===== src/rtl/stage_writeback_pipe.sv =====
// Writeback stage: registers the MEM/WB payload, selects ALU / load / PC+4 result,
// extends load data, gates x0 writes and counts retired instructions.
module stage_writeback_pipe #(
    parameter int XLEN       = 32,
    parameter int REG_ADDR_W = 5
) (
    input  logic                  clk,
    input  logic                  rst,
    input  logic                  mem_valid,
    input  logic [REG_ADDR_W-1:0] mem_rd,
    input  logic                  mem_wr_enable,
    input  logic [1:0]            mem_result_sel,
    input  logic [2:0]            mem_funct3,
    input  logic [XLEN-1:0]       mem_alu_result,
    input  logic [XLEN-1:0]       mem_read_data,
    input  logic [XLEN-1:0]       mem_instr_addr_plus,
    input  logic                  wb_stall,
    input  logic                  wb_flush,
    output logic                  mem_ready,
    output logic                  wb_valid,
    output logic [REG_ADDR_W-1:0] wb_rd,
    output logic                  wb_wr_enable,
    output logic [XLEN-1:0]       wb_write_data,
    output logic [XLEN-1:0]       wb_next_instr_addr,
    output logic [63:0]           wb_instret
);

    localparam int OFS_W = $clog2(XLEN / 8);

    logic [OFS_W-1:0] ofs;
    logic [OFS_W-1:0] ofs_half;
    logic [OFS_W-1:0] ofs_word;
    logic [7:0]       ld_byte;
    logic [15:0]      ld_half;
    logic [31:0]      ld_word;
    logic [XLEN-1:0]  load_data;
    logic [XLEN-1:0]  result;
    logic             wb_we_q;

    assign mem_ready = !wb_stall | wb_flush;

    // Clearing the low offset bits aligns halves/words; misalignment is silently ignored.
    assign ofs      = mem_alu_result[OFS_W-1:0];
    assign ofs_half = ofs & ~OFS_W'(1);
    assign ofs_word = ofs & ~OFS_W'(3);

    always_comb begin
        ld_byte = 8'(mem_read_data >> {ofs, 3'b000});
        ld_half = 16'(mem_read_data >> {ofs_half, 3'b000});
        ld_word = 32'(mem_read_data >> {ofs_word, 3'b000});
        case (mem_funct3)
            3'b000:  load_data = XLEN'($signed(ld_byte));
            3'b100:  load_data = XLEN'(ld_byte);
            3'b001:  load_data = XLEN'($signed(ld_half));
            3'b101:  load_data = XLEN'(ld_half);
            3'b010:  load_data = XLEN'($signed(ld_word));
            3'b110:  load_data = (XLEN == 64) ? XLEN'(ld_word) : mem_read_data;
            // LD, reserved codes and 64-bit-only codes on XLEN=32 all pass the word through
            default: load_data = mem_read_data;
        endcase
    end

    always_comb begin
        case (mem_result_sel)
            2'b00:   result = mem_alu_result;
            2'b01:   result = load_data;
            2'b10:   result = mem_instr_addr_plus;
            default: result = '0;
        endcase
    end

    always_ff @(posedge clk) begin
        if (rst) begin
            wb_valid           <= 1'b0;
            wb_rd              <= '0;
            wb_we_q            <= 1'b0;
            wb_write_data      <= '0;
            wb_next_instr_addr <= '0;
            wb_instret         <= '0;
        end else if (wb_flush) begin
            wb_valid           <= 1'b0;
            wb_rd              <= '0;
            wb_we_q            <= 1'b0;
            wb_write_data      <= '0;
            wb_next_instr_addr <= '0;
        end else if (!wb_stall) begin
            wb_valid           <= mem_valid;
            wb_rd              <= mem_rd;
            wb_we_q            <= mem_wr_enable;
            wb_write_data      <= result;
            wb_next_instr_addr <= mem_instr_addr_plus;
            if (mem_valid) begin
                wb_instret <= wb_instret + 64'd1;
            end
        end
    end

    assign wb_wr_enable = wb_valid & wb_we_q & (wb_rd != '0);

endmodule

===== config.mk =====
export PLATFORM = sky130hd
export DESIGN_NAME = stage_writeback_pipe
export DESIGN_NICKNAME = d
export VERILOG_FILES = /design/src/rtl/stage_writeback_pipe.sv
export SDC_FILE = /design/constraint.sdc
export NUM_CORES = 1
export LEC_CHECK = 0
export CAP_MARGIN = 40
export CORE_MARGIN = 2
export CORE_UTILIZATION = 41
export CTS_CLUSTER_SIZE = 10
export DETAILED_ROUTE_END_ITERATION = 7
export PLACE_DENSITY = 0.78
export SLEW_MARGIN = 20
export SYNTH_ARGS = -nofsm -noshare
export SYNTH_HDL_FRONTEND = slang
export SYNTH_SLANG_ARGS = --single-unit

===== constraint.sdc =====
create_clock -name clk -period 2.02 [get_ports clk]
set_input_delay 0.202 -clock clk [delete_from_list [all_inputs] [get_ports clk]]
set_output_delay 0.202 -clock clk [all_outputs]
set_load 0.01 [all_outputs]

# Word level (Yosys, flattened, before mapping)
# Cells that the tools add are included.
dict set report word_totals {
  output_inout_bits 136
  in_bits 112
  reg_bits 135
  wordCells 27
}
dict set report classes {
  eq_ne 5
  add_sub_neg 1
  shift 2
  muxes 2
  n_reduce_logical 6
  bitwise 5
}
# cell n
set op_table {}
lappend op_table {{$pmux W32 S4} 1}
lappend op_table {{$pmux W32 S3} 1}
lappend op_table {{$add A64 B1 Y64 const B} 1}
lappend op_table {{$shr A32 B5 Y16} 1}
lappend op_table {{$shr A32 B5 Y8} 1}
lappend op_table {{$eq A3 B3 Y1 const B} 2}
lappend op_table {{$reduce_bool A5 Y1} 1}
lappend op_table {{$eq A3 B1 Y1 const B} 1}
lappend op_table {{$logic_not A3 Y1} 1}
lappend op_table {{$reduce_and A3 Y1} 1}
lappend op_table {{$and A1 B1 Y1} 2}
lappend op_table {{$eq A2 B1 Y1 const B} 1}
lappend op_table {{$eq A2 B2 Y1 const B} 1}
lappend op_table {{$logic_not A2 Y1} 1}
lappend op_table {{$not A1 Y1} 2}
lappend op_table {{$reduce_or A2 Y1} 1}
lappend op_table {{$logic_not A1 Y1} 1}
lappend op_table {{$or A1 B1 Y1} 1}

# Longest topological paths before layout
# Gate-level depths: netlist of the first run.
dict set report logic_depth {
  word_depth 3
  depth_mapped 8
  mapped_depth_nobuf 6
}

# Least setup slack after synthesis of the first run
# Ideal clock, no wire load.
dict set report synth_path {
  kind {flip-flop to flip-flop}
  from {register wb_instret[0]}
  to {register wb_instret[52]}
  n_path_buf 1
  path_slack_ns 0.059
  arrival_ns 1.891
  period_less_slack_ns 1.961
  t_required_ns 1.950
  path_stages_with_launch 8
  setup_ns 0.070
  path_cell_list {dfxtp_1 -> ha_1 -> nand4bb_1 -> clkbuf_1 -> nor4_4 -> nand4_2 -> or4_1 -> a21oi_1}
}
dict set report synth_between {
  elab_chain_cells 1
}
# element line
set synth_lines {}
lappend synth_lines {{from (decl)} 25} ;# output logic [63:0] wb_instret
lappend synth_lines {{from (signal assigned)} 93} ;# wb_instret <= wb_instret + 64'd1;
lappend synth_lines {{$add A64 B1 Y64} 93}
# Every way passes these cells.
# A chain may end at the register's enable or synchronous reset.

# Final worst setup path of the first run
dict set report layout_path {
  from {register wb_instret[5]}
  to {register wb_instret[60]}
}
# The elaborated chain is that of the path after synthesis.

==> results.yml, run 1 <==
global_route:
  track_usage_pct: 26.5
  first_global_vias: 7060
  grt_pass1_wl_um: 36900
  antenna_found_initial: 1
  grt.overflow.total: 0
  grt_max_degree: 65
placement:
  numPlacedInstances: 1282
  placed_area_um2: 9970
  gp_congestion: 0.922
  dp_hpwl_um: 17500
  io_buffers: 247
cts:
  cts_sinks: 135
  clock_path_buffers: 2
  clock-root-buffer: "clkbuf_16"
  clock_latency_ns: 0.42
  numCtsBuffers: 17
  h-tree-depth: 4
  path_clk_slew_ns: 0.06
  hold_buffers: 0
  cts_tree: "yes"
worst_hold_path:
  worstHoldPathType: "in2reg"
  worstHoldStart: "wb_stall"
setup_path:
  criticalPathCategory: "reg2reg"
  cp_data_arrival_time_ns: 2.29
  cp-startpoint: "wb_instret[5]"
  critPathMaxStageDelay_ns: 0.47
  endpoint_kind: "flop"
  path_max_fanout: 9
  slowest_stage: "or4_1"
  path_cells: "nand4_4 -> nor4_1 -> nand4_1 -> buf_4 -> or4_1 -> a21oi_1"
  critPathRequiredTime_ns: 2.37
  rr_startpoint: "wb_instret[5]"
  cp-start-kind: "flop"
job:
  maxCapViolCount: 0
timing:
  skew_ns: 0.00937
  rsz0062_at_grt: "true"
  setup_viol_count_final: 0
  slew_viol_final: 0
  fin_crit_ns: 1.93
  post-route-period-util_pct: 95.8
  hold_violations: 0
  max-slew-margin-rel_pct: 54.8
  holdWs_ns: 0.362
  clock.fmax_ghz: 0.517
  worst_slew_pin_slew_ns: 0.678
power:
  total_power_w: 0.00696
  p_leak_nw: 4.06
  power_density_nw_per_um2: 651
  ir_worst_vdd_uv: 552
drt:
  drtIter0Drc: 568
  wl_per_cell_um: 17.6
  firstDrtPassIters: 5
  drcViolationCount: 0
  num_vias: 7215
  ant_nets: 0
  wl_um: 23300
  viasPerCell: 5.47
synthesis:
  syn_area_per_cell_um2: 8.67
  syn_nets: 886
  yosys_register_bits: 135
  synth_cell_types: 53
  yosysTopAreaCell: "dfxtp_1"
  ys_seq_area_share_pct: 40.3
  synthesis.area_um2: 6710
  synth-async-reset-ratio_pct: 0
  ys_warn_count: 0
  synth-edff-count: 0
  synthCells: 773
  ys_top_cells_by_area: "dfxtp_1 40%, mux2i_1 9.6%, nor2_1 5.7%, o21ai_0 4.0%, a21oi_1 3.7%"
  ys.flop_type: "dfxtp_1"
  synth_top_area_share_pct: 40.3
die:
  die_w_um: 132
  ioPinCount: 248
  start_util_pct: 42.1
  die_area_um2: 17400
  row_count: 46
  core_area_um2: 15900
  dieHeight_um: 132
final_layout:
  final_cell_area_um2: 10700
  area_growth_pct: 59.4
  fill_cells: 1291
  drive_gt1_share_pct: 15.8
  fin_cells: 1318
  nNetsFinal: 1201
outcome:
  outcome: "finished, final reports clean"
metrics by stage:
stage | TNS (ns) | utilization (%) | setup WS, ns
final | 0 | 67.0 | 0.0856
after global routing | -0.0999 | 67.0 | -0.0450
after CTS | 0 | 66.5 | 0.0150
after detailed placement | -13.29 | 62.5 | -0.319
after global placement | -10.64 | 62.4 | -0.233
after floorplan | 0 | - | 0.0590
cell type report:
class	count	area (um2)	share of cell area, %
Multi-Input combinational cell	574	3790	35.5
Timing Repair Buffer	344	3210	30.1
Sequential cell	135	2710	25.4
Clock buffer	17	425	3.98
Tap cell	216	270	2.53
Clock inverter	15	214	2.00
Inverter	16	60.1	0.562
Antenna cell	1	2.50	0.0234
synthesized netlist by cell type (all sizes together), types with 3 or more instances:
library cell	instances
xnor2	10
a221oi	4
dfxtp	135
mux4	5
clkbuf	29
nor3	14
o21ai	53
a221o	3
a21oi	49
buf	19
a22oi	7
and3	12
nor4	6
nand2b	4
nor2	102
nand4	27
or3	23
o22ai	9
xor2	17
nand3	20
a211oi	17
o221ai	6
and2	9
nand2	48
and4	5
mux2	12
inv	16
mux2i	64
o32a	4
or4	14
nor2b	3
o31ai	12
worst max-delay path: cells and delay by family, from the launching register on:
family / cells / cell delay (ns)
and+or+nand+nor: 4 / 1.17
DFF: 1 / 0.37
buffers and inverters: 1 / 0.19
AOI/OAI and AO/OA: 1 / 0.14
worst paths after layout:
kind | to | slack (ns) | depth (start not counted)
max | wb_instret[60] | 0.09 | 6
min | wb_instret[0] | 0.36 | 5
max reg2reg | wb_instret[60] | 0.09 | 6
min reg2reg | wb_write_data[31] | 0.45 | 2
where the power goes:
part           internal [W]  leakage (nW)  switching [W]
logic              0.000460          2.66       0.000371
registers           0.00271          1.10      0.0000251
clock network       0.00210         0.311        0.00130
total               0.00526          4.06        0.00170
sequential cells by signal, summed over array words and instances, names as in the netlist:
| name | cells |
|---|---|
| wb_valid | 1 |
| wb_rd | 5 |
| wb_next_instr_addr | 32 |
| wb_instret | 64 |
| wb_we_q | 1 |
| wb_write_data | 32 |
what timing repair did:
item	in CTS	in global routing
gates resized for setup	1	15
endpoints found under the setup margin	1	29
pin swaps	0	7
buffers inserted	0	3
metal layers:
metal	global-route usage [%]	vias to the layer above	wire length, um
li1	-	3469	-
met1	31.4	3362	9060
met2	44.6	324	11400
met3	7.88	60	1930
met4	11.5	0	867
met5	0	-	0
layout by cell type (no fill, tap or decap), drive strengths merged, types with 10 or more instances in the layout:
master	n
a211oi	17
a21oi	49
and3	12
buf	100
clkbuf	17
clkdlybuf4s50	243
dfxtp	135
inv	22
mux2	12
mux2i	64
nand2	48
nand3	20
nand4	27
nor2	102
nor3	14
o21ai	53
o31ai	12
or3	23
or4	14
xnor2	10
xor2	17
logic make-up after synthesis:
group | after synthesis | synth area share, %
AOI/OAI and AO/OA | 172 | 15.8
muxes | 81 | 13.2
xor gates and xnor gates | 27 | 3.53
and+or+nand+nor | 293 | 23.1
buffers and inverters | 64 | 3.79
DFF | 135 | 40.3
adders and majority gates | 1 | 0.187
Power figures use the tool's default switching activity.
==> run 2: changes to the inputs <==
Settings changed: ABC_AREA set to 1, CORE_UTILIZATION 41 to 43.
==> results.yml, run 2 <==
outcome:
  outcome: "finished, final reports clean"
synthesis:
  synth_cell_types: 37
  syn_nets: 1403
  syn_area_per_cell_um2: 6.04
  yosys_register_bits: 135
  yosysTopAreaCell: "dfxtp_1"
  synthCells: 1290
  synth-edff-count: 0
  synth-async-reset-ratio_pct: 0
  synth_top_area_share_pct: 34.7
  synthesis.area_um2: 7800
  ys_warn_count: 0
  ys.flop_type: "dfxtp_1"
  ys_top_cells_by_area: "dfxtp_1 35%, nand2_1 18%, nor2_1 10%, inv_1 8.7%, a21oi_1 5.3%"
  yosys-top-cells-count: "382 x nand2_1, 217 x nor2_1, 181 x inv_1, 135 x dfxtp_1, 83 x a21oi_1"
  synth_most_common_cell: "nand2_1"
  ys_seq_area_share_pct: 34.7
placement:
  numPlacedInstances: 1758
  gp_congestion: 0.968
  dpl_worst_slack_ns: 0.0680
  placed_area_um2: 10700
  dp_hpwl_um: 22500
  io_buffers: 247
timing:
  hold_violations: 0
  clock.fmax_ghz: 0.507
  worst_slew_pin_slew_ns: 0.563
  max-slew-margin-rel_pct: 62.4
  setup_viol_count_final: 0
  rsz0062_at_grt: "false"
  worst_slack_ns: 0.0493
  fin_crit_ns: 1.97
  skew_ns: 0.0128
  slew_viol_final: 0
  finalSetupTns_ns: 0
  post-route-period-util_pct: 97.6
global_route:
  track_usage_pct: 29.4
  antenna_found_initial: 0
  grt_max_degree: 52
  first_global_vias: 8548
  grt_pass1_wl_um: 45300
  grt.overflow.total: 0
setup_path:
  rr_startpoint: "wb_instret[17]"
  r2r_slack_ns: 0.17
  reg2reg_to: "wb_instret[59]"
  endpoint_kind: "output pin"
  cp_data_arrival_time_ns: 1.77
  r2r_cells: 9
  critPathRequiredTime_ns: 1.82
  criticalPathCategory: "reg2out"
  cp-start-kind: "flop"
  path_max_fanout: 3
final_layout:
  final_common_cell: "nand2_1"
  fin_cells: 1790
  nNetsFinal: 1661
  multi_input_area_um2: 4200
  drive_gt1_share_pct: 6.85
  final_cell_area_um2: 11300
  largest_register: "wb_instret"
  fill_cells: 1665
  diodes: 0
  fin_util_pct: 63.3
  regArea_um2: 2700
  area_growth_pct: 45.4
  final_cell_mix: "381 x nand2_1, 246 x clkdlybuf4s50_1, 217 x nor2_1"
  reg_top3: "wb_instret: 64 flops, wb_next_instr_addr: 32 flops, wb_write_data: 32 flops"
  largest_register_ffs: 64
drt:
  viasPerCell: 5.11
  drtIter0Drc: 709
  num_vias: 9146
  drcViolationCount: 0
  ant_nets: 0
  wl_per_cell_um: 15.9
  wl_um: 28500
  firstDrtPassIters: 5
die:
  start_util_pct: 43.6
  ioPinCount: 248
  die_w_um: 139
  dieHeight_um: 139
  die_area_um2: 19200
  row_count: 49
  core_area_um2: 17900
cts:
  post-cts-setup-buffer-count: 0
  cts_tree: "yes"
  path_clk_slew_ns: 0.06
  clock_latency_ns: 0.43
  numCtsBuffers: 17
  clock-root-buffer: "clkbuf_16"
  cts_sinks: 135
  h-tree-depth: 4
  clock_path_buffers: 2
  hold_buffers: 0
  cts_resized: 0
power:
  ir_worst_vdd_uv: 628
  p_leak_nw: 4.55
  p_seq_share_pct: 39.4
  netSwitchingPower_w: 0.00173
  power_density_nw_per_um2: 615
  p_int_w: 0.00524
  p_clk_share_pct: 47.0
  switching_share_pct: 24.8
  comb_power_share_pct: 13.7
worst_hold_path:
  worstHoldPathType: "in2reg"
  min_to: "wb_we_q"
  min_path_cells: 4
  worstHoldStart: "wb_stall"
job:
  maxCapViolCount: 0
-- run 2: cells by family (layout without fill, tap and decap cells) --
kind of cell / after synthesis / count (layout) / synth area share (%)
simple gates: 720 / 720 / 38.7
buf+inv: 235 / 506 / 11.6
compound gates: 186 / 186 / 13.4
flops: 135 / 135 / 34.7
xor+xnor: 13 / 13 / 1.46
fa+ha+maj: 1 / 1 / 0.160
-- run 2: final cells by class --
| class | count | share of cell area [%] |
|---|---|---|
| clock inverters | 11 | 1.29 |
| multi-input cells | 920 | 37.1 |
| inverters | 188 | 6.23 |
| clock buffers | 21 | 4.24 |
| repair buffers | 286 | 24.8 |
| well taps | 229 | 2.53 |
| flip-flops and latches | 135 | 23.9 |
-- run 2: routing by layer --
metal,global-route usage [%],vias up,part of all wire [%]
li1,-,4572,-
met1,36.7,4123,42
met2,49.6,388,47
met3,6.94,63,8.0
met4,11.1,0,3.1
met5,0,-,0
-- run 2: worst max-delay path by stage --
stage                                end     startpoint  slack (ns)  depth (start not counted)
after floorplan           wb_instret[32]  wb_instret[1]        0.42                          8
after global placement    wb_instret[62]      mem_valid        0.13                         10
after detailed placement  wb_instret[62]      mem_valid        0.07                         10
after CTS                   wb_wr_enable       wb_rd[1]       0.008                          5
after global routing        wb_wr_enable       wb_rd[1]       0.003                          5
final                       wb_wr_enable       wb_rd[1]        0.05                          5
-- run 2: power groups by stage --
stage          Sequential, W  Clock (W)  Combinational (W)
2_1_floorplan        0.00282          0           0.000417
3_5_place_dp         0.00280          0           0.000941
4_1_cts              0.00274    0.00331           0.000947
5_1_grt              0.00275    0.00344            0.00104
6_report             0.00274    0.00327           0.000953
3_3_place_gp         0.00280          0           0.000934
-- run 2: critical path: stages, from the launching register on --
cell and delay [ns]:
dfxtp_1 0.38, nor3_2 0.07, nand2_1 0.15, nand3_1 0.14
inv_1 0.07, clkdlybuf4s50_1 0.53
-- run 2: stage by stage --
step | power (W) | hold WS [ns]
2_1_floorplan | 0.00324 | 0.347
3_5_place_dp | 0.00374 | 0.453
3_3_place_gp | 0.00373 | 0.446
4_1_cts | 0.00700 | 0.0927
6_report | 0.00697 | 0.104
5_1_grt | 0.00723 | 0.109
